[config.mk]
export PLATFORM = sky130hd
export DESIGN_NAME = aoi_4
export DESIGN_NICKNAME = d
export VERILOG_FILES = /design/src/rtl/aoi_pkg.sv /design/src/rtl/aoi_4_core.sv /design/src/rtl/aoi_4.sv
export SDC_FILE = /design/constraint.sdc
export NUM_CORES = 1
export LEC_CHECK = 0
export ABC_CLOCK_PERIOD_IN_PS = 1600
export CORE_AREA = 4 4 41 43
export DETAILED_ROUTE_END_ITERATION = 10
export DIE_AREA = 0 0 45 47
export PLACE_DENSITY = 0.45
export SKIP_LAST_GASP = 1
export SLEW_MARGIN = 5
export SYNTH_ARGS = -nofsm -noshare
export SYNTH_HDL_FRONTEND = slang
export SYNTH_HIERARCHICAL = 1
export SYNTH_SLANG_ARGS = --single-unit
[constraint.sdc]
create_clock -name CLK -period 1.6 [get_ports CLK]
set_clock_uncertainty 0.1 [all_clocks]
set_input_delay 0.16 -clock CLK [delete_from_list [all_inputs] [get_ports CLK]]
set_output_delay 0.16 -clock CLK [all_outputs]
set_load 0.05 [all_outputs]
[src/rtl/aoi_pkg.sv]
// aoi_pkg
// Shared constants for the clocked AND-OR-INVERT gate aoi_4 and its
// combinational core aoi_4_core.
package aoi_pkg;

    // Product terms: three 2-input ANDs plus one 3-input AND.
    localparam int AOI_4_NUM_TERMS = 4;

    // Number of data inputs A..I.
    localparam int AOI_4_NUM_INPUTS = 9;

    // Depth of the optional input synchronizer.
    localparam int AOI_4_SYNC_STAGES = 2;

    // Y reset value. It equals the all-inputs-zero result, so leaving reset
    // with idle inputs does not glitch the output.
    localparam logic AOI_4_Y_RST = 1'b1;

endpackage

[src/rtl/aoi_4_core.sv]
// aoi_4_core
// Combinational 2-2-2-3 AND-OR-INVERT core.
// Ports:
//   A..I   in   data inputs (A,B term 0; C,D term 1; E,F term 2; G,H,I term 3)
//   terms  out  product terms, bit k = AND term k
//   y      out  ~(OR of all terms)
module aoi_4_core
    import aoi_pkg::*;
(
    input  logic                       A,
    input  logic                       B,
    input  logic                       C,
    input  logic                       D,
    input  logic                       E,
    input  logic                       F,
    input  logic                       G,
    input  logic                       H,
    input  logic                       I,
    output logic [AOI_4_NUM_TERMS-1:0] terms,
    output logic                       y
);

    always_comb begin
        terms    = '0;
        terms[0] = A & B;
        terms[1] = C & D;
        terms[2] = E & F;
        terms[3] = G & H & I;
        y        = ~(|terms);
    end

endmodule

[src/rtl/aoi_4.sv]
// aoi_4
// Clocked 4-wide AND-OR-INVERT gate (SN74H54-style 2-2-2-3 inputs) with a
// registered active-low result and registered product-term status.
// Optional build macro AOI_4_INPUT_SYNC_EN: routes all nine inputs through a
// two-flop synchronizer before the core (latency 3 instead of 1). The port
// list is identical in both builds.
// Ports:
//   CLK    in   rising-edge clock
//   RST_N  in   synchronous active-low reset
//   A..I   in   data inputs
//   Y      out  registered ~(A&B | C&D | E&F | G&H&I)
//   TERMS  out  registered {G&H&I, E&F, C&D, A&B}
module aoi_4
    import aoi_pkg::*;
(
    input  logic                       CLK,
    input  logic                       RST_N,
    input  logic                       A,
    input  logic                       B,
    input  logic                       C,
    input  logic                       D,
    input  logic                       E,
    input  logic                       F,
    input  logic                       G,
    input  logic                       H,
    input  logic                       I,
    output logic                       Y,
    output logic [AOI_4_NUM_TERMS-1:0] TERMS
);

    logic [AOI_4_NUM_INPUTS-1:0] in_vec;
    logic [AOI_4_NUM_INPUTS-1:0] core_in;
    logic [AOI_4_NUM_TERMS-1:0]  core_terms;
    logic                        core_y;

    logic                        y_d;
    logic                        y_q;
    logic [AOI_4_NUM_TERMS-1:0]  terms_d;
    logic [AOI_4_NUM_TERMS-1:0]  terms_q;

    assign in_vec = {A, B, C, D, E, F, G, H, I};

`ifdef AOI_4_INPUT_SYNC_EN
    logic [AOI_4_NUM_INPUTS-1:0] sync_d [AOI_4_SYNC_STAGES];
    logic [AOI_4_NUM_INPUTS-1:0] sync_q [AOI_4_SYNC_STAGES];

    always_comb begin
        sync_d[0] = in_vec;
        for (int s = 1; s < AOI_4_SYNC_STAGES; s++) begin
            sync_d[s] = sync_q[s-1];
        end
    end

    always_ff @(posedge CLK) begin
        if (!RST_N) begin
            for (int s = 0; s < AOI_4_SYNC_STAGES; s++) begin
                sync_q[s] <= '0;
            end
        end else begin
            sync_q <= sync_d;
        end
    end

    assign core_in = sync_q[AOI_4_SYNC_STAGES-1];
`else
    assign core_in = in_vec;
`endif

    aoi_4_core u_core (
        .A     (core_in[8]),
        .B     (core_in[7]),
        .C     (core_in[6]),
        .D     (core_in[5]),
        .E     (core_in[4]),
        .F     (core_in[3]),
        .G     (core_in[2]),
        .H     (core_in[1]),
        .I     (core_in[0]),
        .terms (core_terms),
        .y     (core_y)
    );

    // Y and TERMS load together from the same core evaluation, which keeps
    // Y == ~|TERMS in every cycle, reset included.
    always_comb begin
        y_d     = core_y;
        terms_d = core_terms;
    end

    always_ff @(posedge CLK) begin
        if (!RST_N) begin
            y_q     <= AOI_4_Y_RST;
            terms_q <= '0;
        end else begin
            y_q     <= y_d;
            terms_q <= terms_d;
        end
    end

    assign Y     = y_q;
    assign TERMS = terms_q;

endmodule

==> impl_metrics.json <==
{
  "ir_worst_vdd_mv": 0.162,
  "vias": 171,
  "synthTopCellsByCount": "and2_1, dfxtp_1",
  "viasPerCell": 3.49,
  "initial_core_util_pct": 13.6,
  "synth.distinct_cells": 6,
  "synth_top_family_by_area": "simple AND/OR/NAND/NOR gates",
  "final_util_pct": 27.6,
  "cpMaxStageDelayCell": "clkdlybuf4s50_1",
  "synthToLayoutAreaGrowth_pct": 104,
  "power.share.clock_pct": 41.2,
  "pwr_density_cell_mw_per_mm2": 943,
  "die_h_um": 47,
  "hold_viol": 0,
  "synthMuxAreaShare_pct": 0,
  "yosys.area_share.simple_pct": 43.3,
  "grt_pass1_vias": 171,
  "synthTopCellsByArea": "dfxtp_1, and2_1, nor4_2",
  "cp_max_fo": 2,
  "ys_ff_latch": 5,
  "comb_power_share_pct": 19.7,
  "post_cts_buffers": 0,
  "p_seq_share_pct": 39.0,
  "critPathMaxStageDelay_ns": 0.39,
  "setup_viol": 0,
  "grt_pass1_wl_um": 558,
  "synth_area_um2": 176,
  "grt_max_degree": 6,
  "antenna_found_initial": 0,
  "synth.most_common_cell": "and2_1",
  "synthAdderAreaFrac_pct": 0,
  "synth_edf_count": 0,
  "synth.avg_cell_area_um2": 11.8,
  "core_area_mm2": 0.00130,
  "required_ns": 1.68,
  "cts-resized-gates": 0,
  "post_drt_wl_per_cell_um": 7.55,
  "switching_power_uw": 77.1,
  "period_share_pct": 61.9,
  "cts.clk_slew.worst_paths_ns": 0.04,
  "tritoncts": "built",
  "max_slew_margin_pct": 88.8,
  "num_antenna_cells": 0,
  "min_period_ns": 0.991,
  "async_reset_ff_share_pct": 0,
  "die_width_um": 45,
  "status": "finished, final reports clean",
  "synth_warnings": 6,
  "synth_area_leader_cell": "dfxtp_1",
  "cellInternalPower_uw": 262,
  "cts_hold_buf": 0,
  "cp_cell_sequence": "clkdlybuf4s50_1 -> and3_4 -> nor4_2 -> nand2b_1",
  "grt_use_total_pct": 4.43,
  "yosysSeqAreaShare_pct": 56.7,
  "yosysTopAreaCellShare_pct": 56.7,
  "postRouteAntennaNets": 0,
  "cp_top_family": "simple AND/OR/NAND/NOR gates",
  "drt_iter0_drc": 0,
  "cp_num_buf_inv": 1,
  "ctsLongestPathBuffers": 2,
  "end_kind": "flip-flop",
  "drt_pass1_iterations": 1,
  "p_sw_share_pct": 22.8,
  "io_pins": 16,
  "cts_max_level": 1,
  "cp.arrival_ns": 1.07,
  "fin_nets": 46,
  "cp-start-kind": "input pin",
  "max_cap_viol_count": 0,
  "final.fill_count": 150,
  "syn_inst": 15,
  "dieArea_mm2": 0.00212,
  "finalWirelength_um": 370,
  "path_class": "input pin to flip-flop",
  "drc": 0,
  "overflow": 0,
  "layout-drive-gt1-share_pct": 32.4,
  "cts_buffers": 3,
  "tightest_slew_ns": 0.166,
  "rsz0062_at_grt": "false",
  "synth_xor_area_share_pct": 0,
  "synth_nets": 26,
  "cts.sinks": 5,
  "holdCritPathClass": "input pin to flip-flop",
  "design_area_um2": 359,
  "port-buffer-count": 15,
  "placed_area_um2": 333,
  "ys.flop_type": "dfxtp_1",
  "p_leak_uw": 0.000151,
  "rows": 13,
  "timing.fmax_mhz": 1010,
  "synth_compound_area_share_pct": 0,
  "final_max_slew_viol_count": 0,
  "cts_root_buf": "clkbuf_4",
  "fin_tns_setup_ns": 0,
  "gp_congestion": 0.634
}
kinds of logic after synthesis:
kind of cell,after synthesis
flops,5
simple gates,10
registers in the layout (all words and copies together) (netlist names):
signal / count
Y: 1
TERMS: 4
metal layers:
metal | vias up | track usage, % | wire [um]
met2 | 18 | 5.37 | 122
li1 | 85 | - | -
met3 | 2 | 2.68 | 88
met1 | 66 | 3.43 | 141
met5 | - | 0 | 0
met4 | 0 | 8.77 | 17
final cells by class:
cell class                 instances  area, um2  share of cell area [%]
timing repair buffer              15        138                    38.3
sequential                         5        100                    27.9
multi-input combinational         10       76.3                    21.3
clock buffer                       4       26.3                    7.32
tap                               15       18.8                    5.23
stage by stage:
| stage | worst slack (ns) | power [uW] | instances | hold slack, ns |
|---|---|---|---|---|
| after floorplan | 0.753 | 167 | 15 | 0.133 |
| after global placement | 0.353 | 202 | 45 | 0.512 |
| after detailed placement | 0.360 | 202 | 45 | 0.513 |
| after CTS | 0.601 | 347 | 49 | 0.392 |
| after global routing | 0.538 | 355 | 49 | 0.428 |
| final | 0.609 | 339 | 49 | 0.393 |
layout by cell type (no fill, tap or decap):
| master | netlist | final |
|---|---|---|
| buf_4 | 0 | 5 |
| nor4_2 | 1 | 1 |
| clkdlybuf4s50_1 | 0 | 10 |
| nand2b_1 | 1 | 1 |
| and2_4 | 1 | 1 |
| clkbuf_1 | 0 | 1 |
| clkbuf_4 | 0 | 3 |
| and2_1 | 6 | 6 |
| dfxtp_1 | 5 | 5 |
| and3_4 | 1 | 1 |
power by group through the flow:
stage	Sequential (uW)	Clock, uW	Combinational [uW]
floorplan	155	0	12.2
global placement	134	0	67.5
detailed placement	134	0	67.7
CTS	132	148	67.7
global route	133	152	70.9
finish	132	140	66.8
path summary, 6_finish.rpt:
path	startpoint	end	slack [ns]	depth (start not counted)
worst max-delay path	G	Y	0.61	4
worst min-delay path	RST_N	Y	0.39	2
Note: power is estimated with default switching activity, not from simulation.
